## src/rtl/aer_event_capture.sv

```systemverilog
// aer_event_capture: AER four-phase receiver that timestamps events into a FWFT FIFO.
// Define AER_CAPTURE_DROP_EN to drop (and flag) events arriving while the FIFO is full.
module aer_event_capture #(
  parameter int M     = 8,
  parameter int DEPTH = 16,
  parameter int TS_W  = 16
) (
  input  logic                     CLK,
  input  logic                     RST,
  input  logic [M-1:0]             AER_ADDR,
  input  logic                     AER_REQ,
  output logic                     AER_ACK,
  input  logic                     RD_EN,
  output logic [TS_W+M-1:0]        RD_DATA,
  output logic                     EMPTY,
  output logic                     FULL,
  output logic [$clog2(DEPTH):0]   COUNT,
  output logic                     OVERFLOW,
  input  logic                     CLR_OVF
);
  localparam int AW = $clog2(DEPTH);
  typedef enum logic [1:0] {IDLE, ACK_HI, WAIT_LOW} state_t;
  state_t state, state_nx;
  logic [1:0] sync;
  logic req_s, hold, accept, wr, pop, drop;
  logic [TS_W-1:0] ts;
  logic [AW-1:0] wr_ptr, rd_ptr;
  logic [TS_W+M-1:0] mem [DEPTH];
  assign req_s  = sync[1];
  assign accept = state == IDLE && req_s;
  assign wr     = accept && !FULL;
  assign pop    = RD_EN && !EMPTY;
`ifdef AER_CAPTURE_DROP_EN
  assign drop   = accept && FULL;
`else
  assign drop   = 1'b0;
`endif
  always_ff @(posedge CLK or posedge RST)
    if (RST) begin
      state <= IDLE;
      hold  <= 1'b0;
    end else begin
      state <= state_nx;
      hold  <= state == ACK_HI && !hold;
    end
  // hold marks the second ACK_HI cycle so ACK stays high exactly two cycles
  always_comb
    state_nx = state == IDLE   ? ((wr || drop) ? ACK_HI : IDLE) :
               state == ACK_HI ? (hold ? WAIT_LOW : ACK_HI) :
               (req_s ? WAIT_LOW : IDLE);
  always_comb AER_ACK = state == ACK_HI;
  always_ff @(posedge CLK or posedge RST)
    if (RST) begin
      sync     <= '0;
      ts       <= '0;
      wr_ptr   <= '0;
      rd_ptr   <= '0;
      COUNT    <= '0;
      OVERFLOW <= 1'b0;
    end else begin
      sync     <= {sync[0], AER_REQ};
      ts       <= ts + 1'b1;
      wr_ptr   <= wr_ptr + AW'(wr);
      rd_ptr   <= rd_ptr + AW'(pop);
      COUNT    <= COUNT + (AW+1)'(wr) - (AW+1)'(pop);
      OVERFLOW <= drop ? 1'b1 : CLR_OVF ? 1'b0 : OVERFLOW;
    end
  always_ff @(posedge CLK)
    if (wr) mem[wr_ptr] <= {ts, AER_ADDR};
  assign EMPTY   = COUNT == '0;
  assign FULL    = COUNT == (AW+1)'(DEPTH);
  assign RD_DATA = EMPTY ? '0 : mem[rd_ptr];
endmodule

```

## config.mk

```make
export PLATFORM = sky130hd
export DESIGN_NAME = aer_event_capture
export DESIGN_NICKNAME = d
export VERILOG_FILES = /design/src/rtl/aer_event_capture.sv
export SDC_FILE = /design/constraint.sdc
export NUM_CORES = 1
export LEC_CHECK = 0
export BUFFER_PORTS_ARGS = -buffer_cell sky130_fd_sc_hd__buf_2
export CORE_ASPECT_RATIO = 1.1
export CORE_MARGIN = 5
export CORE_UTILIZATION = 45
export CTS_CLUSTER_SIZE = 28
export DETAILED_ROUTE_END_ITERATION = 8
export PLACE_DENSITY = 0.67
export SYNTH_ARGS = -nofsm -noshare
export SYNTH_HDL_FRONTEND = slang
export SYNTH_SLANG_ARGS = --single-unit
```

## constraint.sdc

```tcl
create_clock -name CLK -period 3.8 [get_ports CLK]
set_input_delay 0.57 -clock CLK [delete_from_list [all_inputs] [get_ports CLK]]
set_output_delay 0.57 -clock CLK [all_outputs]
set_load 0.005 [all_outputs]
```

==> impl_results.md, run 1 <==
- MaxCap Viol Count: 0
- Largest family of logic cells by synthesized area: multiplexers
- Least-Margin Pin Slew: 0.739 ns
- Net switching fraction of the power: 28.4%
- CP arrival: 2.89 ns
- Vias per cell: 5.42
- Vias: 7495
- Post-CTS sizing: 0
- Flop pwr share: 43.7%
- Cts hold-fix bufs: 0
- Diode count: 0
- Distinct cells, synth: 38
- CTS tree: done
- Area growth, synth to finish: 15.6%
- Compound-Gate Fraction of Synth Area: 1.54%
- Setup TNS: 0 ns
- Core area: 35900 sq um
- Mux cell area share after synthesis: 15.0%
- Final Max Tran Viols: 0
- FMAX: 289 MHz
- Clk slew on worst S/H paths: 0.05 ns
- Dpl hpwl: 18900 um
- Clock buffer depth: 3
- Number of remaining DRC errors: 0
- Gr ovfl total: 0
- Number of DRC markers in iteration 0: 664
- Unrepaired setup endpoints after global routing: no
- Flop-to-flop setup slack: 0.79 ns
- Htree depth: 2
- LEAKAGE: 6.23 nW
- Initial antenna violation count: 0
- Setup CP Type: reg -> out
- Cell count after placement: 1306
- Synth Area in XOR/XNOR: 1.19%
- Place WS: 0.764 ns
- Chip Height: 209 um
- Mapped Cells: 777
- Overall Power: 0.0130 W
- Mapped Area: 16200 sq um
- Synth warn: 0
- Post-synth EDFFs: 384
- DR pass1 iterations: 5
- Yosys top cell by area: edfxtp_1
- Min setup slack post-route: 0.338 ns
- NetSw: 0.00369 W
- WL/cell: 23.3 um
- Clock network power share: 30.0%
- Setup crit start kind: register
- Combinational power share: 26.3%
- FF/Latch Area: 12400 sq um
- WHS: 0.149 ns
- Final ANT Viol Nets: 0
- Register area share after synthesis: 76.4%
- Crit path max fanout: 24
- Setup Skew: 0.0136 ns
- Routed WL: 32200 um
- Share of cells above drive strength 1: 31.8%
- Die width: 191 um
- Final cycle utilization of the critical path: 91.1%
- Hold Crit Class: in -> async
- Crit end category: output port
- Mean Syn Cell Area: 20.9 sq um
- Final Non-Filler Cells: 1383
- Number of global-route vias before repair: 8081
- Clock buffer count from CTS: 42
- Async S/R FF share, synth: 8.13%
- Rows: 73
- Pint: 0.00932 W
- FILL cells: 2777
- Power per cell area: 695 nW/um^2
- Largest net degree at the start of global routing: 44
- Total track usage: 16.5%
- Io pins: 46
- Adder-cell share of the synthesized area: 0.973%
- Maximum VDD drop: 0.499 mV
- Multi-input logic area: 3550 sq um
- Flops & latches, synth: 418
- CP Data Required Time: 3.23 ns
- Finish-stage setup viols: 0
- Initial core utilization: 45.1%
- Slew headroom: 50.7%
- Synth cell count leaders: edfxtp_1 (384), mux4_2 (96), inv_1 (59)
- Setup Fix Bufs, Post-CTS: 0
- Port Buffers: 43
- Post-Synth Simple-Gate Area: 2.46%
- Syn Nets: 802
- Fin nets: 888
- GPL Wtd Cong: 0.724
- Count leader, synth: edfxtp_1
- Synth Flop Type: edfxtp_1
- Largest cells by area after synthesis: edfxtp_1 (71%), mux4_2 (13%), dfrtp_1 (5.3%)
- Root Driver: clkbuf_16
- Fin. Hold Viols: 0
- Worst-skew pair later-pin latency: 0.53 ns
- Yosys top cell area share: 71.2%
- Status: complete, no violations
- Die Area: 39900 sq um
- Min cycle time layout: 3.46 ns
- CTS sink cnt: 418
- Global-route wire length before repair: 49900 um
cell usage in the layout (no fill, tap or decap), drive strengths merged, types with 2 or more instances in the layout:
| cell | synthesis | final |
|---|---|---|
| xnor2 | 14 | 14 |
| dfrtp | 34 | 34 |
| nand3 | 7 | 7 |
| nand2b | 3 | 3 |
| nand4 | 4 | 4 |
| and2 | 2 | 2 |
| o221ai | 24 | 24 |
| ha | 11 | 11 |
| xor2 | 8 | 8 |
| nor2 | 16 | 16 |
| a21oi | 2 | 2 |
| nand2 | 29 | 29 |
| clkbuf | 20 | 53 |
| mux2 | 24 | 24 |
| and4 | 2 | 2 |
| mux4 | 96 | 96 |
| nand3b | 3 | 3 |
| edfxtp | 384 | 384 |
| nor3 | 4 | 4 |
| clkinv | 0 | 21 |
| and3 | 2 | 2 |
| inv | 60 | 62 |
| buf | 16 | 78 |
metrics by stage:
stage                     area [sq um]  utilization, %
after detailed placement         17400            48.5
after floorplan                  16200               -
after CTS                        18700            52.2
after global routing             18700            52.2
final                            18700            52.2
after global placement           17400            48.5
power by group through the flow:
stage	clock [W]	combinational (W)	sequential (W)
floorplan	0	0.00245	0.00556
global placement	0	0.00347	0.00577
detailed placement	0	0.00351	0.00579
CTS	0.00399	0.00352	0.00570
global route	0.00420	0.00376	0.00574
finish	0.00391	0.00343	0.00568
layer usage:
metal / global-route usage [%] / part of all wire, % / routed length, um
met1: 23.6 / 43 / 13800
met2: 27.3 / 51 / 16400
met3: 2.82 / 5.0 / 1620
met4: 3.32 / 1.3 / 417
met5: 0 / 0 / 0
final timing paths:
path,start,endpoint,cells after the start
setup / recovery,rd_ptr[0],RD_DATA[12],6
setup reg to reg,COUNT[2],mem[0][22],7
hold / removal,RST,sync[0],3
max in group asynchronous,RST,rd_ptr[1],3
hold reg to reg,sync[0],sync[1],0
min in group CLK,AER_REQ,sync[0],1
registers in the layout, summed over array words and instances (netlist names):
name	count
wr_ptr	4
hold	1
state	2
sync	2
COUNT	5
mem	384
rd_ptr	4
ts	16
kinds of logic after synthesis:
kind of cell | Yosys count
AOI/OAI and AO/OA | 30
xor gates and xnor gates | 22
adders and majority gates | 12
buffers and inverters | 96
DFF | 418
muxes | 120
other | 1
and+or+nand+nor | 78
critical path, stage by stage (launching register included):
cell and delay (ns):
dfrtp_4 0.79, buf_12 0.29, mux4_2 0.52, mux2_2 0.27, nand2_1 0.07, o221ai_1 0.20
buf_2 0.20
cell type report:
type | count | area share [%]
clock buffer | 53 | 6.27
timing repair buffer | 78 | 3.42
inverter | 60 | 1.20
tap | 487 | 3.25
sequential | 418 | 66.2
multi-input combinational | 263 | 18.9
clock inverter | 24 | 0.768
Note: power is estimated with default switching activity, not from simulation.
==> run 2: changes to the inputs <==
--- a/config.mk
+++ b/config.mk
@@ -7,7 +7,6 @@
 export LEC_CHECK = 0
 export BUFFER_PORTS_ARGS = -buffer_cell sky130_fd_sc_hd__buf_2
 export CORE_ASPECT_RATIO = 1.1
-export CORE_MARGIN = 5
 export CORE_UTILIZATION = 45
 export CTS_CLUSTER_SIZE = 28
 export DETAILED_ROUTE_END_ITERATION = 8
==> impl_results.md, run 2 (synthesis gave the netlist of run 1 again) <==
- Largest net degree at the start of global routing: 35
- Reg-to-reg critical path startpoint: COUNT[3]
- Number of remaining DRC errors: 0
- Hold Crit Class: in -> reg
- Final cycle utilization of the critical path: 90.6%
- CTS tree: done
- Die Area: 36800 sq um
- Setup CP Type: reg -> out
- CTS sink cnt: 418
- Unrepaired setup endpoints after global routing: no
- Place WS: 0.822 ns
- Flop-to-flop setup slack: 0.83 ns
- FILL cells: 2775
- WL/cell: 23.8 um
- Setup TNS: 0 ns
- Gr ovfl total: 0
- Total track usage: 18.6%
- Global-route wire length before repair: 49500 um
- Clock buffer depth: 3
- Final Max Tran Viols: 0
- GPL Wtd Cong: 0.752
- Post-CTS sizing: 0
- Dpl hpwl: 17800 um
- Cts hold-fix bufs: 0
- Share of cells above drive strength 1: 31.3%
- CP arrival: 2.87 ns
- Port Buffers: 43
- WHS Endpoint: sync[0]
- Maximum VDD drop: 0.447 mV
- Core area: 35300 sq um
- LEAKAGE: 6.27 nW
- Initial antenna violation count: 0
- Final instance area: 18900 sq um
- Worst-skew pair later-pin latency: 0.54 ns
- Placed instance area: 17400 sq um
- Min-delay src: AER_REQ
- Min cycle time layout: 3.44 ns
- Leading cell type in the layout, fill and taps excluded: edfxtp_1
- Hold path depth: 1
- Root Driver: clkbuf_16
- Fin nets: 888
- Min setup slack post-route: 0.358 ns
- Setup Skew: 0.0149 ns
- Max reg flops: 384
- Number of global-route vias before repair: 8018
- Finish-stage setup viols: 0
- R2r endpoint: mem[8][19]
- Clock buffer count from CTS: 43
- Largest Register: mem
- Setup crit start kind: register
- Initial core utilization: 45.9%
- Power per cell area: 710 nW/um^2
- Die width: 183 um
- WHS: 0.140 ns
- Number of DRC markers in iteration 0: 748
- Diode count: 0
- Status: complete, no violations
- CP Data Required Time: 3.23 ns
- Setup Fix Bufs, Post-CTS: 0
- Least-Margin Pin Slew: 1.06 ns
- Clk slew on worst S/H paths: 0.06 ns
- Largest registers: mem x384, ts x16, COUNT x5
- Fin. Hold Viols: 0
- Reg2reg path depth: 7
- Slew headroom: 29.5%
- Vias: 7619
- DR pass1 iterations: 5
- Io pins: 46
- Htree depth: 2
- Crit path max fanout: 26
- Most frequent cells in the layout: edfxtp_1 (384), mux4_2 (96), inv_1 (59), clkbuf_16 (44), buf_2 (43)
- Worst setup path start: rd_ptr[0]
- Chip Height: 201 um
- FMAX: 291 MHz
- Area growth, synth to finish: 16.3%
- Rows: 72
- Routed WL: 32800 um
- MaxCap Viol Count: 0
- Vias per cell: 5.53
- Final ANT Viol Nets: 0
- Crit end category: output port
## run 2: metrics by stage
| step | std cells | total power (W) | utilization, % |
|---|---|---|---|
| 2_1_floorplan | 777 | 0.00801 | - |
| 3_3_place_gp | 1299 | 0.00926 | 49.3 |
| 3_5_place_dp | 1299 | 0.00931 | 49.3 |
| 4_1_cts | 1378 | 0.0135 | 53.4 |
| 5_1_grt | 1378 | 0.0140 | 53.4 |
| 6_report | 1378 | 0.0134 | 53.4 |
## run 2: final cells by class
class	instances	area, sq um	area share [%]
timing repair buffer	77	646	3.42
clock buffer	56	1190	6.29
sequential	418	12400	65.7
clock inverter	23	256	1.36
inverter	60	225	1.19
tap	481	602	3.19
multi-input combinational	263	3550	18.8
## run 2: critical path, stage by stage, from the launching register on
cell and delay, ns:
dfrtp_4 0.68, buf_12 0.30, mux4_2 0.54, mux2_2 0.28, nand2_1 0.14, o221ai_1 0.18, buf_2 0.18
## run 2: routing by layer
layer | vias up | global-route usage [%] | part of all wire [%]
met5 | - | 0 | 0
met4 | 0 | 6.67 | 2.9
met3 | 59 | 2.78 | 5.7
met2 | 232 | 30.8 | 49
met1 | 4034 | 25.2 | 42
li1 | 3294 | - | -
## run 2: worst max path at each step
stage,end,cells past startpoint,slack [ns]
after floorplan,mem[3][0],7,0.20
after global placement,mem[8][23],7,0.86
after detailed placement,mem[8][19],7,0.82
after CTS,RD_DATA[15],6,0.31
after global routing,RD_DATA[15],6,0.21
final,RD_DATA[15],6,0.36
## run 2: where the power goes
group | internal, W | switching, W
clock | 0.00255 | 0.00169
combinational | 0.00172 | 0.00168
sequential | 0.00537 | 0.000377
==> run 3: changes to the inputs <==
--- a/config.mk
+++ b/config.mk
@@ -5,12 +5,13 @@
 export SDC_FILE = /design/constraint.sdc
 export NUM_CORES = 1
 export LEC_CHECK = 0
-export BUFFER_PORTS_ARGS = -buffer_cell sky130_fd_sc_hd__buf_2
+export BUFFER_PORTS_ARGS = -buffer_cell sky130_fd_sc_hd__buf_4
 export CORE_ASPECT_RATIO = 1.1
 export CORE_UTILIZATION = 45
 export CTS_CLUSTER_SIZE = 28
 export DETAILED_ROUTE_END_ITERATION = 8
 export PLACE_DENSITY = 0.67
+export SKIP_LAST_GASP = 1
 export SYNTH_ARGS = -nofsm -noshare
 export SYNTH_HDL_FRONTEND = slang
 export SYNTH_SLANG_ARGS = --single-unit
==> impl_results.md, run 3 (synthesis gave the netlist of run 1 again) <==
- Unrepaired setup endpoints after global routing: no
- Critical path buffers and inverters: 2
- Clock buffer depth: 3
- Number of global-route vias before repair: 7906
- WL/cell: 23.3 um
- GPL Wtd Cong: 0.716
- Maximum VDD drop: 0.390 mV
- Setup TNS: 0 ns
- Number of remaining DRC errors: 0
- Slew headroom: 54.8%
- Cts hold-fix bufs: 0
- Largest Register: mem
- Setup Skew: 0.0164 ns
- Max reg flops: 384
- Fin nets: 891
- Final cycle utilization of the critical path: 89.2%
- Post-CTS sizing: 0
- Setup CP Type: reg -> out
- Total track usage: 18.2%
- Fin. Hold Viols: 0
- FILL cells: 2763
- Diode count: 0
- Hold Crit Class: in -> async
- Root Driver: clkbuf_16
- Share of cells above drive strength 1: 30.7%
- Die width: 183 um
- Dpl hpwl: 18600 um
- Worst setup path start: rd_ptr[0]
- Status: complete, no violations
- Most frequent cells in the layout: edfxtp_1 (384), mux4_2 (96), buf_4 (72), inv_1 (59), clkbuf_16 (43)
- Global-route wire length before repair: 48900 um
- Routed WL: 32100 um
- Cell mode on critical path: buf_4
- CTS sink cnt: 418
- Rows: 72
- Least-Margin Pin Slew: 0.677 ns
- Worst-skew pair later-pin latency: 0.53 ns
- Min cycle time layout: 3.39 ns
- Gr ovfl total: 0
- Setup crit end: RD_DATA[17]
- Reg2reg path depth: 8
- LEAKAGE: 6.21 nW
- Flop-to-flop setup slack: 0.84 ns
- CP arrival: 2.82 ns
- Area growth, synth to finish: 15.6%
- Final Max Tran Viols: 0
- Htree depth: 2
- Clock buffer count from CTS: 42
- Final ANT Viol Nets: 0
- Chip Height: 201 um
- R2r endpoint: mem[9][18]
- Io pins: 46
- Reg-to-reg critical path startpoint: COUNT[2]
- Initial antenna violation count: 0
- Die Area: 36800 sq um
- DR pass1 iterations: 4
- FMAX: 295 MHz
- Power per cell area: 697 nW/um^2
- Crit path max fanout: 17
- Leading cell type in the layout, fill and taps excluded: edfxtp_1
- Finish-stage setup viols: 0
- Crit end category: output port
- Core area: 35300 sq um
- Vias: 7538
- FF/Latch Area: 12400 sq um
- Clk slew on worst S/H paths: 0.06 ns
- Largest registers: mem x384, ts x16, COUNT x5
- Critical Path Max Stage Delay: 0.65 ns
- Largest net degree at the start of global routing: 40
- Final instance area: 18700 sq um
- Initial core utilization: 45.9%
- Port Buffers: 43
- Number of DRC markers in iteration 0: 790
- CP delay by family, top: multiplexers
- CTS tree: done
- Vias per cell: 5.47
- Setup crit start kind: register
- Critical path, cell by cell: buf_4 -> mux4_2 -> mux2_2 -> nand2_1 -> o221ai_1 -> buf_4
- Crit path depth: 6
- Worst path slowest cell: dfrtp_4
- Placed instance area: 17500 sq um
- Multi-input logic area: 3550 sq um
- CP Data Required Time: 3.23 ns
- MaxCap Viol Count: 0
- Setup Fix Bufs, Post-CTS: 0
==> run 3: cell count changes in the layout (fill, tap and decap cells not counted) <==
cell / before / now
clkinv_1: 10 / 9
clkbuf_8: 4 / 1
bufinv_16: 5 / 1
buf_12: 14 / 9
clkbuf_1: 8 / 15
buf_4: 20 / 72
clkinv_4: 3 / 0
clkinv_8: 1 / 0
clkbuf_16: 44 / 43
clkinv_2: 2 / 4
buf_2: 43 / 0
==> run 3: where the power goes <==
group / internal (W) / switching [W]
clock: 0.00217 / 0.00163
combinational: 0.00185 / 0.00171
sequential: 0.00537 / 0.000329
==> run 3: final cells by class <==
type                       count  area share (%)
clock buffer                  59            6.12
multi-input combinational    263            18.9
sequential                   418            66.1
timing repair buffer          81            3.85
tap                          481            3.21
clock inverter                16           0.534
inverter                      60            1.20
==> run 3: how the worst min path moves through the flow <==
stage,startpoint,end,slack (ns)
6_report,RST,COUNT[2],0.09
5_1_grt,AER_REQ,sync[0],0.13
3_3_place_gp,sync[0],sync[1],0.33
3_5_place_dp,sync[0],sync[1],0.34
2_1_floorplan,sync[0],sync[1],0.33
4_1_cts,RST,COUNT[3],0.10
==> run 3: through the flow <==
| step | utilization [%] | hold WS, ns | total power, W | std cells | setup slack [ns] |
|---|---|---|---|---|---|
| 2_1_floorplan | - | 0.331 | 0.00801 | 777 | 0.202 |
| 3_3_place_gp | 49.5 | 0.334 | 0.00938 | 1303 | 0.877 |
| 3_5_place_dp | 49.5 | 0.336 | 0.00944 | 1303 | 0.852 |
| 4_1_cts | 53.0 | 0.102 | 0.0132 | 1378 | 0.326 |
| 5_1_grt | 53.0 | 0.133 | 0.0136 | 1378 | 0.226 |
| 6_report | 53.0 | 0.0905 | 0.0131 | 1378 | 0.411 |
==> run 3: layer usage <==
metal	up-vias	GRT usage (%)	wire, um
met5	-	0	0
met4	0	4.61	550
met3	44	3.21	1790
met2	190	29.5	15700
met1	4006	25.7	14000
li1	3298	-	-
